$ cat src/rtl/s_type_store_if.sv
// Store-lane bus between the AGU/execute stage and the s_type_store decoder.
// The master drives the instruction, address and store data; the slave returns lane controls.
interface s_type_store_if;
    logic        in_valid;
    logic [31:0] instr;
    logic [31:0] daddr;
    logic [31:0] rs2_data;
    logic [3:0]  we_S;
    logic [31:0] wdata;
    logic [31:0] imm_s;
    logic        misalign;
    logic        illegal;
    logic        out_valid;

    modport master (
        output in_valid, instr, daddr, rs2_data,
        input  we_S, wdata, imm_s, misalign, illegal, out_valid
    );

    modport slave (
        input  in_valid, instr, daddr, rs2_data,
        output we_S, wdata, imm_s, misalign, illegal, out_valid
    );
endinterface

$ cat src/rtl/s_type_store.sv
// RV32I store-path lane control: byte enables, lane-replicated write data, misalign/illegal flags.
// Optional macro S_TYPE_OPCODE_CHECK_EN qualifies the decode with the STORE opcode.
module s_type_store (
    input  logic          clk,
    input  logic          rst_n,
    s_type_store_if.slave bus
);
    logic [2:0]  funct3;
    logic [1:0]  off;
    logic        decode_ok;
    logic [3:0]  we_next;
    logic [31:0] wdata_next;
    logic        misalign_next;
    logic        illegal_next;
    logic        unused_bits;

    assign funct3 = bus.instr[14:12];
    assign off    = bus.daddr[1:0];

`ifdef S_TYPE_OPCODE_CHECK_EN
    localparam logic [6:0] STORE_OPCODE = 7'b0100011;
    assign decode_ok   = (bus.instr[6:0] == STORE_OPCODE);
    assign unused_bits = ^{bus.daddr[31:2], bus.instr[24:15]};
`else
    assign decode_ok   = 1'b1;
    assign unused_bits = ^{bus.daddr[31:2], bus.instr[24:15], bus.instr[6:0]};
`endif

    assign bus.imm_s = {{20{bus.instr[31]}}, bus.instr[31:25], bus.instr[11:7]};

    // Data is replicated across all lanes for every legal size so that the enables alone select the bytes.
    always_comb begin
        we_next       = 4'b0000;
        wdata_next    = bus.rs2_data;
        misalign_next = 1'b0;
        illegal_next  = 1'b0;
        if (!decode_ok || funct3[2] || (funct3[1:0] == 2'b11)) begin
            illegal_next = 1'b1;
        end else begin
            case (funct3[1:0])
                2'b00: begin
                    we_next    = 4'b0001 << off;
                    wdata_next = {4{bus.rs2_data[7:0]}};
                end
                2'b01: begin
                    wdata_next = {2{bus.rs2_data[15:0]}};
                    if (off[0]) misalign_next = 1'b1;
                    else        we_next       = 4'b0011 << off;
                end
                default: begin
                    if (off != 2'b00) misalign_next = 1'b1;
                    else              we_next       = 4'b1111;
                end
            endcase
        end
    end

    // An idle cycle clears the controls but leaves wdata holding its last value.
    always_ff @(posedge clk) begin
        if (!rst_n) begin
            bus.we_S      <= 4'b0000;
            bus.wdata     <= 32'h0;
            bus.misalign  <= 1'b0;
            bus.illegal   <= 1'b0;
            bus.out_valid <= 1'b0;
        end else begin
            bus.out_valid <= bus.in_valid;
            if (bus.in_valid) begin
                bus.we_S     <= we_next;
                bus.wdata    <= wdata_next;
                bus.misalign <= misalign_next;
                bus.illegal  <= illegal_next;
            end else begin
                bus.we_S     <= 4'b0000;
                bus.misalign <= 1'b0;
                bus.illegal  <= 1'b0;
            end
        end
    end
endmodule

$ cat src/flat_wrapper.sv
// flat-port wrapper written by rule: the top's interface ports become plain ports
module s_type_store_flat 
  (clk, rst_n, bus_in_valid, bus_instr, bus_daddr, bus_rs2_data, bus_we_S, bus_wdata, bus_imm_s, bus_misalign, bus_illegal, bus_out_valid);
  s_type_store_if bus_i ();
  input  logic clk;
  input  logic rst_n;
  input wire logic [$bits(bus_i.in_valid)-1:0] bus_in_valid;
  input wire logic [$bits(bus_i.instr)-1:0] bus_instr;
  input wire logic [$bits(bus_i.daddr)-1:0] bus_daddr;
  input wire logic [$bits(bus_i.rs2_data)-1:0] bus_rs2_data;
  output wire logic [$bits(bus_i.we_S)-1:0] bus_we_S;
  output wire logic [$bits(bus_i.wdata)-1:0] bus_wdata;
  output wire logic [$bits(bus_i.imm_s)-1:0] bus_imm_s;
  output wire logic [$bits(bus_i.misalign)-1:0] bus_misalign;
  output wire logic [$bits(bus_i.illegal)-1:0] bus_illegal;
  output wire logic [$bits(bus_i.out_valid)-1:0] bus_out_valid;
  assign bus_i.in_valid = bus_in_valid;
  assign bus_i.instr = bus_instr;
  assign bus_i.daddr = bus_daddr;
  assign bus_i.rs2_data = bus_rs2_data;
  assign bus_we_S = bus_i.we_S;
  assign bus_wdata = bus_i.wdata;
  assign bus_imm_s = bus_i.imm_s;
  assign bus_misalign = bus_i.misalign;
  assign bus_illegal = bus_i.illegal;
  assign bus_out_valid = bus_i.out_valid;
  s_type_store u_core (.clk(clk), .rst_n(rst_n), .bus(bus_i));
endmodule
$ cat config.mk
export PLATFORM = sky130hd
export DESIGN_NAME = s_type_store_flat
export DESIGN_NICKNAME = d
export VERILOG_FILES = /design/src/rtl/s_type_store_if.sv /design/src/rtl/s_type_store.sv /design/src/flat_wrapper.sv
export SDC_FILE = /design/constraint.sdc
export NUM_CORES = 1
export LEC_CHECK = 0
export ABC_AREA = 1
export CAP_MARGIN = 20
export CORE_ASPECT_RATIO = 0.8
export CORE_MARGIN = 5
export CORE_UTILIZATION = 37
export CTS_BUF_LIST = sky130_fd_sc_hd__clkbuf_8
export CTS_CLUSTER_SIZE = 8
export DETAILED_ROUTE_END_ITERATION = 16
export GPL_TIMING_DRIVEN = 0
export PLACE_DENSITY = 0.92
export SYNTH_ARGS = -nofsm -noshare
export SYNTH_HDL_FRONTEND = slang
export SYNTH_SLANG_ARGS = --single-unit
$ cat constraint.sdc
create_clock -name clk -period 2.1 [get_ports clk]
set_clock_uncertainty 0.15 [all_clocks]
set_input_delay 0.21 -clock clk [delete_from_list [all_inputs] [get_ports clk]]
set_output_delay 0.21 -clock clk [all_outputs]
set_load 0.02 [all_outputs]
==> run metrics <==
outcome complete, no violations; Levels on crit path 6; Fin Setup TNS 0 ps; WP data arrival roughly 1700 ps; pin count of the biggest net entering global routing 22; GRT Overall Usage 18.9%; mean post-synth cell area around 6.6 um2; Die Height ~80 um; Worst Max-Slew Pin Slew 440 ps; Cell variety after synth 20; Tcrit/Tclk final about 80%; worst skew pair latency 290 ps; Final Max Slew Viols 0; Cell Area, Synth approximately 2100 um2; Final HPWL DP between 5 and 6 mm; Hold Vio Cnt, Final 0; hold buffers post-CTS 0; RSZ-0062 raised after global routing false; register area share after synthesis a little under two fifths; element type at the critical path start primary input; number of global-route vias before repair 2,332; antenna viol nets, final 0; CTS Root Cell clkbuf_8; RePlAce Congestion just under 0.9; Rows 24; crit-path max cell delay around 520 ps; grt total ovfl 0; clock-pin slew on the worst setup and hold paths 70 ps; Worst Hold Class primary input to flop; max_cap viols 0; Worst slew margin ~71%; critical path class primary input to flop; # port buffers roughly 110; fin nets approximately 540; CP Capture Type flop; cells after synthesis between 300 and 400; Peak Freq approximately 0.60 GHz; WL per Instance roughly 13 um; IO Pins between 150 and 200; yosys warns 0; Yosys reg bits 39; hold depth 3; Area growth, synth to finish 59.3%; initial antenna violation count 0; Syn Nets about 420; Hold WS approximately 110 ps; die area approximately 7400 um2; CP max stage cell clkdlybuf4s50_1; VDD IR max approximately 0.34 mV; via count of the routed design 2,325; vias per cell about 4.5; Sinks on Clock Net 39; H-Tree Depth 2; CTS buffer count 5; area of the core 5530 um2; post-synth top area share 36.7%; global-route wire length before repair between 10 and 15 mm; starting density of the core just under 40%; final wirelength between 6 and 7 mm; chip width between 90 and 100 um; CTS resizes 0; cell taking the most area after synthesis dfxtp_1; DR pass1 iterations 4; antenna cell count 0; R2R depth 4; CTS max path bufs 2; DR iter-0 viols approximately 120; endpoints failing setup 0; CTS tree done; Worst EP required 2150 ps; Power Density 564 nW/um2; CP bufs+invs 4; Area contributors post-synth dfxtp_1 37%, nand2_1 13%, buf_4 12%; P_leak approximately 0.0017 uW; share of cells above drive strength 1 12.8%; Final min period around 1700 ps; DRC Markers 0; setup bufs post-CTS 0; delay-heaviest family, CP buffers and inverters; CP Cell Sequence clkdlybuf4s50_1 > buf_2 > buf_1 > nand3_1 > nand2_1 > inv_1; maximum fanout along the worst path 10
[logic make-up (layout without fill, tap and decap cells)]
| kind of cell | count (synthesis) | after routing | synth area share (%) |
|---|---|---|---|
| xor+xnor | 1 | 1 | 0.412 |
| simple gates | 192 | 192 | 38.1 |
| buf+inv | 79 | 195 | 22.0 |
| flops | 39 | 39 | 36.7 |
| compound gates | 11 | 11 | 2.77 |
[metal layers]
metal | wire length (um) | track usage, % | vias up
met4 | 105 | 5.48 | 0
met5 | 0 | 0 | -
li1 | - | - | 1190
met2 | 3340 | 31.5 | 78
met3 | 493 | 5.61 | 11
met1 | 2990 | 23.7 | 1046
[worst reg2reg max path, stage by stage, from the launching register on]
cell	delay [ps]
dfxtp_1	330
nor2_1	40
nor2_1	130
nand2_1	80
inv_1	50
[state kept, by name, indices dropped and copies added, names as in the netlist]
name / count
u_core.bus.we_S: 4
u_core.bus.illegal: 1
u_core.bus.misalign: 1
u_core.bus.wdata: 32
u_core.bus.out_valid: 1
[placed cells by master (no fill, tap or decap)]
cell | Yosys | layout
clkbuf_8 | 0 | 5
buf_1 | 1 | 1
nor3_1 | 3 | 3
dfxtp_1 | 39 | 39
inv_2 | 2 | 2
clkdlybuf4s50_1 | 0 | 108
clkbuf_1 | 3 | 3
nand4_1 | 9 | 9
a21oi_2 | 1 | 1
buf_2 | 4 | 4
clkinv_2 | 0 | 1
nand2_1 | 74 | 74
xor2_1 | 1 | 1
inv_1 | 29 | 31
o21ai_0 | 9 | 9
a21oi_1 | 1 | 1
buf_4 | 34 | 34
nand2_2 | 2 | 2
nor2_1 | 68 | 68
clkbuf_2 | 1 | 1
buf_6 | 5 | 5
nand3_1 | 35 | 35
nand3_4 | 1 | 1
[metrics by stage]
step / util [%] / worst slack (ps) / instances / instance area [um2] / power [uW]
after detailed placement: 59.8 / 171 / 508 / 3300 / 1440
after global placement: 59.8 / 165 / 508 / 3300 / 1430
after CTS: 61.3 / 470 / 516 / 3390 / 1910
final: 61.3 / 423 / 516 / 3390 / 1910
after global routing: 61.3 / 335 / 516 / 3390 / 2020
after floorplan: - / 922 / 322 / 2130 / 1150
[cell usage after synthesis]
library cell,n
nand2_2,2
buf_4,34
buf_1,1
xor2_1,1
dfxtp_1,39
o21ai_0,9
buf_2,4
nor3_1,3
nand3_1,35
a21oi_1,1
clkbuf_1,3
buf_6,5
nand4_1,9
inv_2,2
nand3_4,1
nor2_1,68
inv_1,29
nand2_1,74
clkbuf_2,1
a21oi_2,1
[power breakdown]
part / leakage [uW] / total (uW) / internal (uW) / switching [uW]
Clock: 0.0000505 / 486 / 223 / 263
Combinational: 0.00129 / 611 / 306 / 304
Sequential: 0.000323 / 812 / 788 / 23.9
[layout make-up]
cell class / count / area (um2)
Timing Repair Buffer: 108 / 1080
Buffer: 48 / 352
Inverter: 31 / 116
Tap cell: 78 / 97.6
Fill cell: 540 / 2140
Multi-Input combinational cell: 204 / 877
Clock inverter: 3 / 12.5
Sequential cell: 39 / 781
Clock buffer: 5 / 68.8
[final timing paths]
check	startpoint	end	slack (ps)
worst max-delay path	bus_in_valid	u_core.bus.wdata[10]$_SDFFE_PN0P_	420
worst min-delay path	bus_instr[13]	u_core.bus.we_S[2]$_SDFF_PP0_	110
worst min register to register	u_core.bus.wdata[5]$_SDFFE_PN0P_	u_core.bus.wdata[5]$_SDFFE_PN0P_	350
worst max register to register	u_core.bus.wdata[22]$_SDFFE_PN0P_	u_core.bus.wdata[22]$_SDFFE_PN0P_	1260
Power figures use the tool's default switching activity.
